==> src/rtl/updown_timer_pkg.sv <==
// rtl/updown_timer_pkg.sv - shared run-control state encoding for updown_timer
package updown_timer_pkg;

  localparam logic [1:0] ENC_IDLE = 2'd0;
  localparam logic [1:0] ENC_RUN  = 2'd1;
  localparam logic [1:0] ENC_DONE = 2'd2;

  typedef enum logic [1:0] {
    ST_IDLE = ENC_IDLE,
    ST_RUN  = ENC_RUN,
    ST_DONE = ENC_DONE
  } state_t;

endpackage

==> src/rtl/updown_timer_if.sv <==
// rtl/updown_timer_if.sv - control and status bundle for updown_timer
interface updown_timer_if #(
  parameter int NBIT = 3
);

  logic            en;
  logic            dir;
  logic            load;
  logic [NBIT-1:0] load_val;
  logic            start;
  logic            stop;
  logic            periodic;
  logic [NBIT-1:0] q;
  logic            tc;
  logic            busy;
  logic            done;

  modport master (
    output en, dir, load, load_val, start, stop, periodic,
    input  q, tc, busy, done
  );

  modport slave (
    input  en, dir, load, load_val, start, stop, periodic,
    output q, tc, busy, done
  );

endinterface

==> src/rtl/timer_prescaler.sv <==
// rtl/timer_prescaler.sv - divides qualified enable cycles into a one-cycle tick
module timer_prescaler #(
  parameter int PRESCALE = 4
) (
  input  logic clk,
  input  logic rst,
  input  logic clr,
  input  logic en,
  output logic tick
);

  localparam int CW = (PRESCALE > 1) ? $clog2(PRESCALE) : 1;
  localparam logic [CW-1:0] LAST = CW'(PRESCALE - 1);
  localparam logic [CW-1:0] ONE  = CW'(1);

  logic [CW-1:0] cnt;

  assign tick = en && (cnt == LAST);

  always_ff @(posedge clk or posedge rst) begin
    if (rst) begin
      cnt <= '0;
    end else if (clr) begin
      cnt <= '0;
    end else if (en) begin
      cnt <= (cnt == LAST) ? '0 : cnt + ONE;
    end
  end

endmodule

==> src/rtl/updown_timer.sv <==
// rtl/updown_timer.sv - programmable up/down counter-timer with load/reload and run control
// Optional prescaler enabled by defining UPDOWN_TIMER_PRESCALE_EN.
module updown_timer
  import updown_timer_pkg::*;
#(
  parameter int NBIT = 3
`ifdef UPDOWN_TIMER_PRESCALE_EN
  ,
  parameter int PRESCALE = 4
`endif
) (
  input  logic clk,
  input  logic rst,
  updown_timer_if.slave bus
);

  localparam logic [NBIT-1:0] ONE = NBIT'(1);

  state_t          state;
  state_t          state_nxt;
  logic [NBIT-1:0] q;
  logic [NBIT-1:0] q_nxt;
  logic [NBIT-1:0] reload;
  logic [NBIT-1:0] reload_nxt;
  logic            tc;
  logic            tc_nxt;
  logic            busy;
  logic            done;
  logic            at_term;
  logic            count_tick;

`ifdef UPDOWN_TIMER_PRESCALE_EN
  timer_prescaler #(
    .PRESCALE(PRESCALE)
  ) u_prescaler (
    .clk (clk),
    .rst (rst),
    .clr (bus.load | bus.stop | bus.start),
    .en  (bus.en && (state == ST_RUN)),
    .tick(count_tick)
  );
`else
  assign count_tick = bus.en;
`endif

  // Terminal follows the direction sampled this cycle, so a mid-run dir change retargets it.
  assign at_term = bus.dir ? (q == '0) : (q == '1);

  always_comb begin
    state_nxt  = state;
    q_nxt      = q;
    reload_nxt = reload;
    tc_nxt     = 1'b0;
    if (bus.load) begin
      q_nxt      = bus.load_val;
      reload_nxt = bus.load_val;
      if (state == ST_DONE) begin
        state_nxt = ST_IDLE;
      end
    end else if (bus.stop) begin
      if (state == ST_RUN) begin
        state_nxt = ST_IDLE;
      end
    end else if (bus.start) begin
      if (state != ST_RUN) begin
        state_nxt = ST_RUN;
      end
    end else if ((state == ST_RUN) && count_tick) begin
      if (at_term) begin
        tc_nxt = 1'b1;
        if (bus.periodic) begin
          q_nxt = reload;
        end else begin
          state_nxt = ST_DONE;
        end
      end else begin
        q_nxt = bus.dir ? (q - ONE) : (q + ONE);
      end
    end
  end

  always_ff @(posedge clk or posedge rst) begin
    if (rst) begin
      state  <= ST_IDLE;
      q      <= '0;
      reload <= '0;
      tc     <= 1'b0;
      busy   <= 1'b0;
      done   <= 1'b0;
    end else begin
      state  <= state_nxt;
      q      <= q_nxt;
      reload <= reload_nxt;
      tc     <= tc_nxt;
      busy   <= (state_nxt == ST_RUN);
      done   <= (state_nxt == ST_DONE);
    end
  end

  assign bus.q    = q;
  assign bus.tc   = tc;
  assign bus.busy = busy;
  assign bus.done = done;

endmodule
==> src/flat_wrapper.sv <==
// flat-port wrapper written by rule: the top's interface ports become plain ports
module updown_timer_flat import updown_timer_pkg::*;
#(
  parameter int NBIT = 3

)
  (clk, rst, bus_en, bus_dir, bus_load, bus_load_val, bus_start, bus_stop, bus_periodic, bus_q, bus_tc, bus_busy, bus_done);
  updown_timer_if #(.NBIT(NBIT)) bus_i ();
  input  logic clk;
  input  logic rst;
  input wire logic [$bits(bus_i.en)-1:0] bus_en;
  input wire logic [$bits(bus_i.dir)-1:0] bus_dir;
  input wire logic [$bits(bus_i.load)-1:0] bus_load;
  input wire logic [$bits(bus_i.load_val)-1:0] bus_load_val;
  input wire logic [$bits(bus_i.start)-1:0] bus_start;
  input wire logic [$bits(bus_i.stop)-1:0] bus_stop;
  input wire logic [$bits(bus_i.periodic)-1:0] bus_periodic;
  output wire logic [$bits(bus_i.q)-1:0] bus_q;
  output wire logic [$bits(bus_i.tc)-1:0] bus_tc;
  output wire logic [$bits(bus_i.busy)-1:0] bus_busy;
  output wire logic [$bits(bus_i.done)-1:0] bus_done;
  assign bus_i.en = bus_en;
  assign bus_i.dir = bus_dir;
  assign bus_i.load = bus_load;
  assign bus_i.load_val = bus_load_val;
  assign bus_i.start = bus_start;
  assign bus_i.stop = bus_stop;
  assign bus_i.periodic = bus_periodic;
  assign bus_q = bus_i.q;
  assign bus_tc = bus_i.tc;
  assign bus_busy = bus_i.busy;
  assign bus_done = bus_i.done;
  updown_timer #(.NBIT(NBIT)) u_core (.clk(clk), .rst(rst), .bus(bus_i));
endmodule
==> config.mk <==
export PLATFORM = sky130hd
export DESIGN_NAME = updown_timer_flat
export DESIGN_NICKNAME = d
export VERILOG_FILES = /design/src/rtl/updown_timer_pkg.sv /design/src/rtl/updown_timer_if.sv /design/src/rtl/timer_prescaler.sv /design/src/rtl/updown_timer.sv /design/src/flat_wrapper.sv
export SDC_FILE = /design/constraint.sdc
export NUM_CORES = 1
export LEC_CHECK = 0
export ABC_CLOCK_PERIOD_IN_PS = 2000
export BUFFER_PORTS_ARGS = -buffer_cell sky130_fd_sc_hd__buf_2
export CAP_MARGIN = 20
export CORE_UTILIZATION = 45
export CTS_BUF_LIST = sky130_fd_sc_hd__clkbuf_16
export DETAILED_ROUTE_END_ITERATION = 8
export PLACE_DENSITY = 0.67
export SLEW_MARGIN = 20
export SYNTH_ARGS = -nofsm -noshare
export SYNTH_HDL_FRONTEND = slang
export SYNTH_SLANG_ARGS = --single-unit
==> constraint.sdc <==
create_clock -name clk -period 2 [get_ports clk]
set_input_delay 0.4 -clock clk [delete_from_list [all_inputs] [get_ports clk]]
set_output_delay 0.4 -clock clk [all_outputs]
set_load 0.01 [all_outputs]
After elaboration in Yosys (flattened, before gate mapping)
Cells that the tools add are included.

Output and inout bits: 6. Memories kept: 0. Latch bits: 0. Bits in writable memories: 0. Register bits after elaboration: 11. ROM bits: 0.

Equal/unequal tests: 9. Multiply operators: 0. Add/subtract/negate cells: 2. Shift-type cells: 0. Magnitude comparators: 0. Reductions and logical operators: 4. Div/mod/pow operators: 0. Mux-type cells: 22. Bitwise gates (word level): 0.

Operators with widths (count): $mux 3 (7); $mux 2 (9); $mux 1 (6); $eq 2x1->1 const B (2); $eq 2x2->1 const B (2); $ne 2x2->1 const B (2); $reduce_and 4->1 (1); $add 3x1->3 const B (1); $eq 3x3->1 const B (1); $logic_not 3->1 (1); $ne 3x3->1 const B (1); $sub 3x1->3 const B (1); $ne 2x1->1 const B (1); $reduce_bool 2->1 (1); $logic_and 1x1->1 (1).

Longest topological paths before layout
Depth after elaboration: 8. Mapped depth: 6. Mapped depth without buffers: 6.

Least setup slack after synthesis
OpenSTA, ideal clock, no wires.

Path type: reg-to-reg. Start point: register u_core.q[2] (netlist: u_core.bus.q[2]). End point: register u_core.q[0] (netlist: u_core.bus.q[0]). Buffers on the path: 1. Stages on the path, launching flop included: 6. Arrival time: 1.673 ns. Period minus slack after synthesis: 1.808 ns. Setup time: 0.135 ns. Slack: 0.192 ns. Cells stage by stage: dfrtp_1 > or4b_4 > buf_6 > and2_4 > a2111oi_4 > o31ai_1.

Cells in the longest elaborated chain, start to end: 7. Elaborated cells between the ends (all ways): 10. Classes of those cells: 2 x eq/ne; 6 x mux; 2 x reduce/logical.

Ends and longest elaborated chain: from (decl) (line updown_timer.sv:21) `logic [NBIT-1:0] q;`; from (signal assigned) (line updown_timer.sv:92) `q <= q_nxt;`; $eq 3x3->1 / $logic_not 3->1 (equally long branches) (line updown_timer.sv:47) `assign at_term = bus.dir ? (q == '0) : (q == '1);`; $mux 1 (*) (line updown_timer.sv:47); $mux 3 (line updown_timer.sv:69) `if (at_term) begin`; $mux 3 (line updown_timer.sv:68) `end else if ((state == ST_RUN) && count_tick) begin`; $mux 3 (line updown_timer.sv:64) `end else if (bus.start) begin`; $mux 3 (line updown_timer.sv:60) `end else if (bus.stop) begin`; $mux 3 (line updown_timer.sv:54) `if (bus.load) begin`.

Every way passes the cells marked *; elsewhere a longest branch is shown, timed or not. The select of a mux whose other input is x is not followed. A chain may end at the register's enable or synchronous reset.

Worst setup path in the final report
Ends and elaborated chain as after synthesis.

==> implementation parameters <==
Parameter                              Value

Timing
  Smallest hold slack ... around 0.15 ns
  Period Utilization, post-route ... 0.882
  Relative slew slack ... 0.719
  Total count of max-transition violations in the final report ... 0
  Maximum clock skew at final layout ... ~0.00058 ns
  Sum Neg Setup Slack ... 0 ns
  Finish-stage setup viols ... 0
  Final Critical Period ... 1.76 ns
  RSZ-0062 raised after global routing ... false
  Fmax ... approximately 0.57 GHz
  Slew @ Worst Pin ... 0.421 ns
  Count of endpoints failing hold in the final timing report ... 0

Layout
  Area growth, synth to finish ... 23.9%
  Diodes inserted ... 0
  Filler Cell Count ... 126
  Area of the multi-input gates ... 369 sq um
  Fraction of final layout cells sized beyond drive strength 1 ... 0.345
  Final-stage net count ... slightly below 100
  Area occupied by registers ... ~280 sq um
  Post-route cell area ... around 850 sq um

Floorplanning
  Core area ... roughly 1400 sq um
  Count of standard-cell rows ... 13
  Die boundary height ... a little over 40 microns
  Number of placed I/O pins ... 17
  Die ar. ... 1680 sq um
  Initial Utilization ... 0.502
  Width of the die ... 41.0 microns

Yosys
  Yosys warning total ... 0
  Async set-reset flop share out of synthesis ... 1.00
  Synth top area share ... 0.401
  Average instance area after synthesis ... 10.4 sq um
  FF+latch count, synth ... 11
  Area of the mapped netlist ... 686 sq um
  Primary FF master, synth ... dfrtp_1
  Post-synthesis instance total ... 66
  Count of different cell masters after synthesis ... 33
  Portion of the post-synthesis area used by sequential elements ... 0.401
  Most instantiated library cell after synthesis ... dfrtp_1
  Number of nets produced by synthesis ... 78
  Most area-consuming cells after synthesis ... dfrtp_1 40%, nand2b_1 4.6%, a2111oi_4 4.0%
  Post-synth EDFFs ... 0
  Cell type contributing the most total cell area after synthesis ... dfrtp_1
  Top post-synthesis cells by count ... 11 x dfrtp_1, 7 x inv_1, 5 x a21oi_1, 5 x nand2b_1, 4 x nand2_1

Power
  Maximum vdd drop ... around 0.00054 V
  Areal power density over the cells ... 888 nW/um^2
  Static Leakage ... 0.400 nW

Clock tree
  Number of levels the H-tree was split into ... 1
  Maximum buffer depth of the clock tree ... 2
  Clock tree from TritonCTS ... built
  TritonCTS buffer count ... 3
  # clock sinks ... 11
  Cts-stage hold buffer count ... 0
  Cells resized by post-CTS repair ... 0
  Buffer count from post-CTS setup fixing ... 0
  CTS clock-pin slew for the worst setup and hold paths ... approximately 0.04 ns
  Clock root buffer master ... clkbuf_16
  Clock insertion delay at the later pin of the skew report ... between 0.2 and 0.25 ns

Job
  Max-Cap Viols ... 0

Global route
  Maximum number of pins on one net before global-route repair ... 14
  GRT Max-Usage Layer ... met2
  Global-route wire length before repair ... between 2 and 2.5 mm
  Met1 usage in global routing ... 0.281
  Overall global routing resource usage ... 0.228
  Initial antenna violation count ... 0
  Met2 Use GR ... 0.348
  GRT overflow ... 0
  Fraction of met3 tracks used by global routing ... 0.0815
  Number of global-route vias before repair ... 541

Hold path
  Classification of the worst-slack hold path ... in2async

Worst setup path
  Element type at the critical path start ... register
  Required time reported for the critical path endpoint ... between 2 and 2.5 ns
  Sequence of cells on the critical path ... or4b_4 -> and2_4 -> a2111oi_4 -> o31ai_1
  Kind of cell adding the most delay to the critical path ... simple AND/OR/NAND/NOR gates
  Critical Path End Type ... register
  CP max stage delay ... approximately 0.61 ns
  Standard cell with the maximum stage delay on the critical path ... or4b_4
  Type of the worst setup path ... reg2reg
  Critical path fanouts, max ... 8
  Worst endpoint data arrival time ... 1.88 ns
  Number of buffers and inverters on the critical path ... 0

Drt
  Vias post-DR ... 539
  1st-iter DRT viols ... 12
  Residual antenna-violating net count after detailed routing ... 0
  Routed via count divided by cell count ... ~5.4
  Sum of routed wire length over all layers ... between 1 and 1.5 mm
  DRC violations left ... 0
  Wire length per cell after detailed routing ... ~14 microns
  Detailed-routing iteration count for the pre-antenna-repair pass ... 2

Placement
  HPWL after detailed placement ... a little over 1 mm
  Global placer's final weighted congestion ... between 0.7 and 0.8
  Area after detailed placement ... between 700 and 800 sq um
  Port Buffer Count ... 16

Status
  Status ... finished, final reports clean
area by class of cell:
cell class / instances / area share
Multi-Input combinational cell: 46 / 0.434
Clock inverter: 1 / 0.00589
Clock buffer: 3 / 0.0884
Inverter: 7 / 0.0309
Tap cell: 15 / 0.0221
Timing Repair Buffer: 16 / 0.0943
Sequential cell: 11 / 0.324
through the flow:
step | utilization | worst slack (ns) | total power, W | cells
after global routing | 0.622 | 0.142 | 0.000794 | 99
after global placement | 0.563 | 0.226 | 0.000388 | 95
after floorplan | - | 0.192 | 0.000350 | 66
after detailed placement | 0.563 | 0.203 | 0.000389 | 95
final | 0.622 | 0.236 | 0.000754 | 99
after CTS | 0.622 | 0.232 | 0.000761 | 99
routing by layer:
metal | routed length, microns | part of all wire | up-vias
met1 | 665 | 0.49 | 249
met4 | 11 | 0.0081 | 0
met2 | 619 | 0.46 | 12
li1 | - | - | 276
met3 | 58 | 0.043 | 2
met5 | 0 | 0 | -
cells in the final DEF, fill, tap and decap left out, types with 3 or more instances in the layout:
master	instances
dfrtp_1	11
nand2b_1	5
inv_1	7
a21oi_1	5
clkbuf_16	3
buf_2	16
o211ai_1	3
nand2_1	4
report_power, final:
part	internal, W	switching [W]
logic	0.0000596	0.0000683
registers	0.000243	0.0000148
clock network	0.000265	0.000104
kinds of logic after synthesis:
group | after synthesis | share of synthesized area
buffers and inverters | 9 | 0.0602
adders and majority gates | 1 | 0.0292
and+or+nand+nor | 23 | 0.212
muxes | 1 | 0.0164
DFF | 11 | 0.401
xor gates and xnor gates | 1 | 0.0328
AOI/OAI and AO/OA | 20 | 0.248
state kept, by name, indices dropped and copies added, names as in the netlist:
register / flops
u_core.reload: 3
u_core.bus.done: 1
u_core.state: 2
u_core.bus.q: 3
u_core.bus.busy: 1
u_core.bus.tc: 1
final timing paths:
| path | depth (start not counted) | slack (ns) | end | startpoint |
|---|---|---|---|---|
| max in group asynchronous | 2 | 1.56 | u_core.bus.q[2]$_DFFE_PP0P_ | rst |
| worst max register to register | 4 | 0.24 | u_core.bus.q[0]$_DFFE_PP0P_ | u_core.bus.q[2]$_DFFE_PP0P_ |
| min in group clk | 3 | 0.40 | u_core.bus.q[0]$_DFFE_PP0P_ | bus_load_val[0] |
| worst min register to register | 1 | 0.50 | u_core.reload[1]$_DFFE_PP0P_ | u_core.reload[1]$_DFFE_PP0P_ |
| worst max-delay path | 4 | 0.24 | u_core.bus.q[0]$_DFFE_PP0P_ | u_core.bus.q[2]$_DFFE_PP0P_ |
| worst min-delay path | 2 | 0.15 | u_core.reload[1]$_DFFE_PP0P_ | rst |
(Power assumes the default switching activity.)
